## config.mk

```make
export PLATFORM = sky130hd
export DESIGN_NAME = window_stats
export DESIGN_NICKNAME = d
export VERILOG_FILES = /design/src/rtl/window_stats_pkg.sv /design/src/rtl/window_stats_accum.sv /design/src/rtl/window_stats.sv
export SDC_FILE = /design/constraint.sdc
export NUM_CORES = 1
export LEC_CHECK = 0
export BUFFER_PORTS_ARGS = -buffer_cell sky130_fd_sc_hd__buf_2
export CORE_MARGIN = 1.5
export CORE_UTILIZATION = 40
export DETAILED_ROUTE_END_ITERATION = 12
export PLACE_DENSITY = 0.63
export SETUP_SLACK_MARGIN = 0.02
export SYNTH_ARGS = -nofsm -noshare
export SYNTH_HDL_FRONTEND = slang
export SYNTH_SLANG_ARGS = --single-unit
```

## constraint.sdc

```tcl
create_clock -name clk -period 6.6 [get_ports clk]
set_input_delay 0.66 -clock clk [delete_from_list [all_inputs] [get_ports clk]]
set_output_delay 0.66 -clock clk [all_outputs]
set_load 0.05 [all_outputs]
```

## src/rtl/window_stats_pkg.sv

```systemverilog
// window_stats_pkg: shared states, drop-counter limits and sum width helper.
package window_stats_pkg;
  typedef enum logic [1:0] {IDLE, ACCUM, REPORT} state_t;
  localparam int DROP_W = 8;
  localparam logic [DROP_W-1:0] DROP_MAX = 8'd255;
  function automatic int sum_width(input int width, input int window);
    return width + $clog2(window);
  endfunction
endpackage

```

## src/rtl/window_stats_accum.sv

```systemverilog
// window_stats_accum: running sum/min/max/count of the open window; exposes next values.
module window_stats_accum import window_stats_pkg::*; #(
  parameter int WIDTH = 32,
  parameter int WINDOW = 8,
  parameter int SW = sum_width(WIDTH, WINDOW)
) (
  input  logic             clk,
  input  logic             reset_n,
  input  logic             clr,
  input  logic             add,
  input  logic [WIDTH-1:0] data,
  output logic [SW-1:0]    nxt_sum,
  output logic [WIDTH-1:0] nxt_min,
  output logic [WIDTH-1:0] nxt_max,
  output logic             last
);
  localparam int CW = $clog2(WINDOW);
  logic [SW-1:0] acc_sum;
  logic [WIDTH-1:0] acc_min, acc_max;
  logic [CW-1:0] cnt;
  assign nxt_sum = acc_sum + SW'(data);
  assign nxt_min = data < acc_min ? data : acc_min;
  assign nxt_max = data > acc_max ? data : acc_max;
  assign last = add && cnt == CW'(WINDOW - 1);
  always_ff @(posedge clk) begin
    if (!reset_n) begin
      acc_sum <= '0;
      acc_min <= '0;
      acc_max <= '0;
      cnt <= '0;
    end else if (clr) begin
      acc_sum <= '0;
      acc_min <= '1;
      acc_max <= '0;
      cnt <= '0;
    end else if (add) begin
      acc_sum <= nxt_sum;
      acc_min <= nxt_min;
      acc_max <= nxt_max;
      cnt <= cnt + 1'b1;
    end
  end
endmodule

```

## src/rtl/window_stats.sv

```systemverilog
// window_stats: collects WINDOW samples, reports sum/min/max over valid/ready, counts drops.
module window_stats import window_stats_pkg::*; #(
  parameter int WIDTH = 32,
  parameter int WINDOW = 8
) (
  input  logic                                clk,
  input  logic                                reset_n,
  input  logic                                start,
  input  logic                                in_valid,
  input  logic [WIDTH-1:0]                    in_data,
  output logic                                busy,
  output logic                                res_valid,
  input  logic                                res_ready,
  output logic [sum_width(WIDTH, WINDOW)-1:0] res_sum,
  output logic [WIDTH-1:0]                    res_min,
  output logic [WIDTH-1:0]                    res_max,
  output logic [DROP_W-1:0]                   drop_cnt
);
  localparam int SW = sum_width(WIDTH, WINDOW);
  state_t state, state_n;
  logic last;
  logic [SW-1:0] nxt_sum;
  logic [WIDTH-1:0] nxt_min, nxt_max;
  window_stats_accum #(.WIDTH(WIDTH), .WINDOW(WINDOW), .SW(SW)) u_accum (
    .clk(clk),
    .reset_n(reset_n),
    .clr(state == IDLE && start),
    .add(state == ACCUM && in_valid),
    .data(in_data),
    .nxt_sum(nxt_sum),
    .nxt_min(nxt_min),
    .nxt_max(nxt_max),
    .last(last)
  );
  assign busy = state != IDLE;
  assign res_valid = state == REPORT;
  always_comb begin
    state_n = state;
    state_n = state == IDLE  ? (start ? ACCUM : IDLE)
            : state == ACCUM ? (last ? REPORT : ACCUM)
            : (res_ready ? IDLE : REPORT);
  end
  always_ff @(posedge clk) begin
    if (!reset_n) begin
      state <= IDLE;
      res_sum <= '0;
      res_min <= '0;
      res_max <= '0;
      drop_cnt <= '0;
    end else begin
      state <= state_n;
      if (state == ACCUM && last) begin
        res_sum <= nxt_sum;
        res_min <= nxt_min;
        res_max <= nxt_max;
      end
      if (state == REPORT && in_valid && drop_cnt != DROP_MAX) drop_cnt <= drop_cnt + 1'b1;
    end
  end
endmodule
```

==> metrics.yaml <==
status: "finished clean"
yosysUniqueCellTypes: 60
p_leak_nw: 5.95
cts_sinks: 211
cts_hold_buf: 0
worstPathArrival_ps: 4020
die_x_um: 179
reg2reg_depth: 8
vias: 12105
path_cells: "inv_1 -> ha_1 -> nand4_1 -> nor2_1 -> nand2_1 -> o211a_1 -> buf_4 -> mux2i_1"
fin_area_um2: 14200
htreeDepth: 1
start_kind: "flop"
drt_wl_total_um: 38700
clock_path_buffers: 3
initialDrtViolationCount: 1079
avgSynthCellArea_um2: 7.89
crit_cells: 8
place_area_um2: 13300
clk_latency_ps: 540
holdPathStages: 3
cts_tree: "done"
portBuffers: 145
place_congestion: 0.863
synth-edff-count: 0
wire_per_inst_um: 18.9
tightest_slew_ps: 1370
path_buf_inv: 2
slew_viol_final: 0
grt_max_degree: 187
place_ws_ps: 2600
cts_made_buffers: 25
finalSetupViolCount: 0
drt_first_pass_iters: 5
power.density_nw_per_um2: 236
post-route-worst-setup-slack_ps: 3000
yosysWarnings: 0
cpMaxStageDelayCell: "o211a_1"
nets: 1765
synthArstFlopShare: 0
tns_ps: 0
critPathMaxFanout: 34
final_common_cell: "dfxtp_1"
endpoint_kind: "flop"
skew_ps: 28.8
syn_area_um2: 12400
period_share: 0.545
grt_pass1_wl_um: 61200
cap_violations: 0
post-route-drc-count: 0
place_inst: 1998
ant_nets: 0
vias_per_cell: 5.92
cp_data_required_time_ps: 7020
cpPeakStageDelay_ps: 890
die_y_um: 179
synth_fp_nets: 1703
min_period_ps: 3600
cp_top_family: "simple AND/OR/NAND/NOR gates"
synthCells: 1567
finalHoldViolCount: 0
design.core.area_um2: 30500
hp-class: "input port to flop"
grt_usage: 0.238
start_util: 0.405
rsz0062_at_grt: "no"
cts_setup_buffers: 0
diodes: 0
crit_type: "flop to flop"
ys_seq_area_frac: 0.341
max_freq_mhz: 278
root_buffer: "clkbuf_16"
fillers: 3033
ys.flop_type: "dfxtp_1"
row_count: 64
ir_drop_v: 0.000174
gr-total-overflow: 0
drive_gt1_frac: 0.133
layout.cells.non_filler: 2044
dp.final_hpwl_um: 25500
cts_resized: 0
clk_pin_slew_worst_paths_ps: 60
final_core_util: 0.466
die-area_um2: 32000
slew_headroom: 0.0869
ys_ff_latch: 211
io_pins: 146
final_cell_mix: "dfxtp_1, o21ai_0, nand2_1, a21oi_1, buf_2"
grt_pass1_vias: 11185
syn_to_final_growth_pct: 15.0
antenna_found_initial: 0
## per-stage QoR
stage	hold slack, ps	total power [mW]
2_1_floorplan	440	1.66
3_3_place_gp	446	1.80
3_5_place_dp	453	1.81
4_1_cts	399	3.37
5_1_grt	414	3.48
6_report	411	3.35
## Yosys cell counts, types with 11 or more instances
cell	number	area [µm²]
a211oi_1	16	120
a21boi_0	24	180
a21o_1	49	368
a21oi_1	147	736
a31oi_1	37	231
buf_1	16	60.1
clkbuf_1	103	387
dfxtp_1	211	4220
ha_1	98	1230
inv_1	99	372
mux2i_1	34	340
nand2_1	148	556
nand3_1	69	345
nand4_1	57	357
nor2_1	35	131
nor3_1	12	60.1
o21a_1	11	82.6
o21ai_0	189	946
o31ai_1	34	255
o32ai_1	31	272
xnor2_1	20	175
## power breakdown
group	leakage, nW	internal [mW]	total, mW	switching, mW
Sequential	1.71	1.31	1.34	0.0335
Clock	0.445	0.989	1.57	0.578
Combinational	3.79	0.154	0.448	0.293
Total	5.95	2.45	3.35	0.905
## registers in the layout, indices dropped and copies added (netlist names)
signal	cells
res_max	32
u_accum.acc_sum	35
drop_cnt	8
res_sum	35
u_accum.acc_min	32
res_min	32
state	2
u_accum.acc_max	32
u_accum.cnt	3
## cell families (layout without fill, tap and decap cells)
group	after synthesis	count (layout)	synth area share
AND/OR/NAND/NOR	388	388	0.154
adder cells (fa/ha/maj)	99	99	0.101
flip-flops	211	211	0.341
XOR/XNOR	27	27	0.0191
buffers and inverters	226	307	0.0694
multiplexers	34	34	0.0275
AO/OA/AOI/OAI	582	582	0.287
## area by class of cell
type                       count  area, µm²  share of cell area
clock buffer                  36        717              0.0504
clock inverter                10        209              0.0147
inverter                      99        372              0.0261
multi-input combinational   1130       7340               0.516
sequential                   211       4220               0.297
tap                          396        495              0.0348
timing repair buffer         162        868              0.0611
## per-layer routing
layer	share of wire	GRT usage
met5	0	0
met4	0.022	0.0635
met2	0.45	0.379
met3	0.060	0.0320
met1	0.47	0.335
## path summary, 6_finish.rpt
kind / from / end / slack, ps
worst min register to register: u_accum.cnt[2] / u_accum.cnt[2] / 460
worst min-delay path: res_ready / state[1] / 410
worst max-delay path: u_accum.acc_min[26] / u_accum.acc_min[4] / 3000
worst max register to register: u_accum.acc_min[26] / u_accum.acc_min[4] / 3000
## worst register-to-register path, cell delays in order (launching register included)
cell     delay (ps)
dfxtp_1         410
inv_1            70
ha_1            300
nand4_1         100
nor2_1          330
nand2_1         870
o211a_1         900
buf_4           370
mux2i_1         140
No activity file was read; power rests on OpenSTA's default activity.
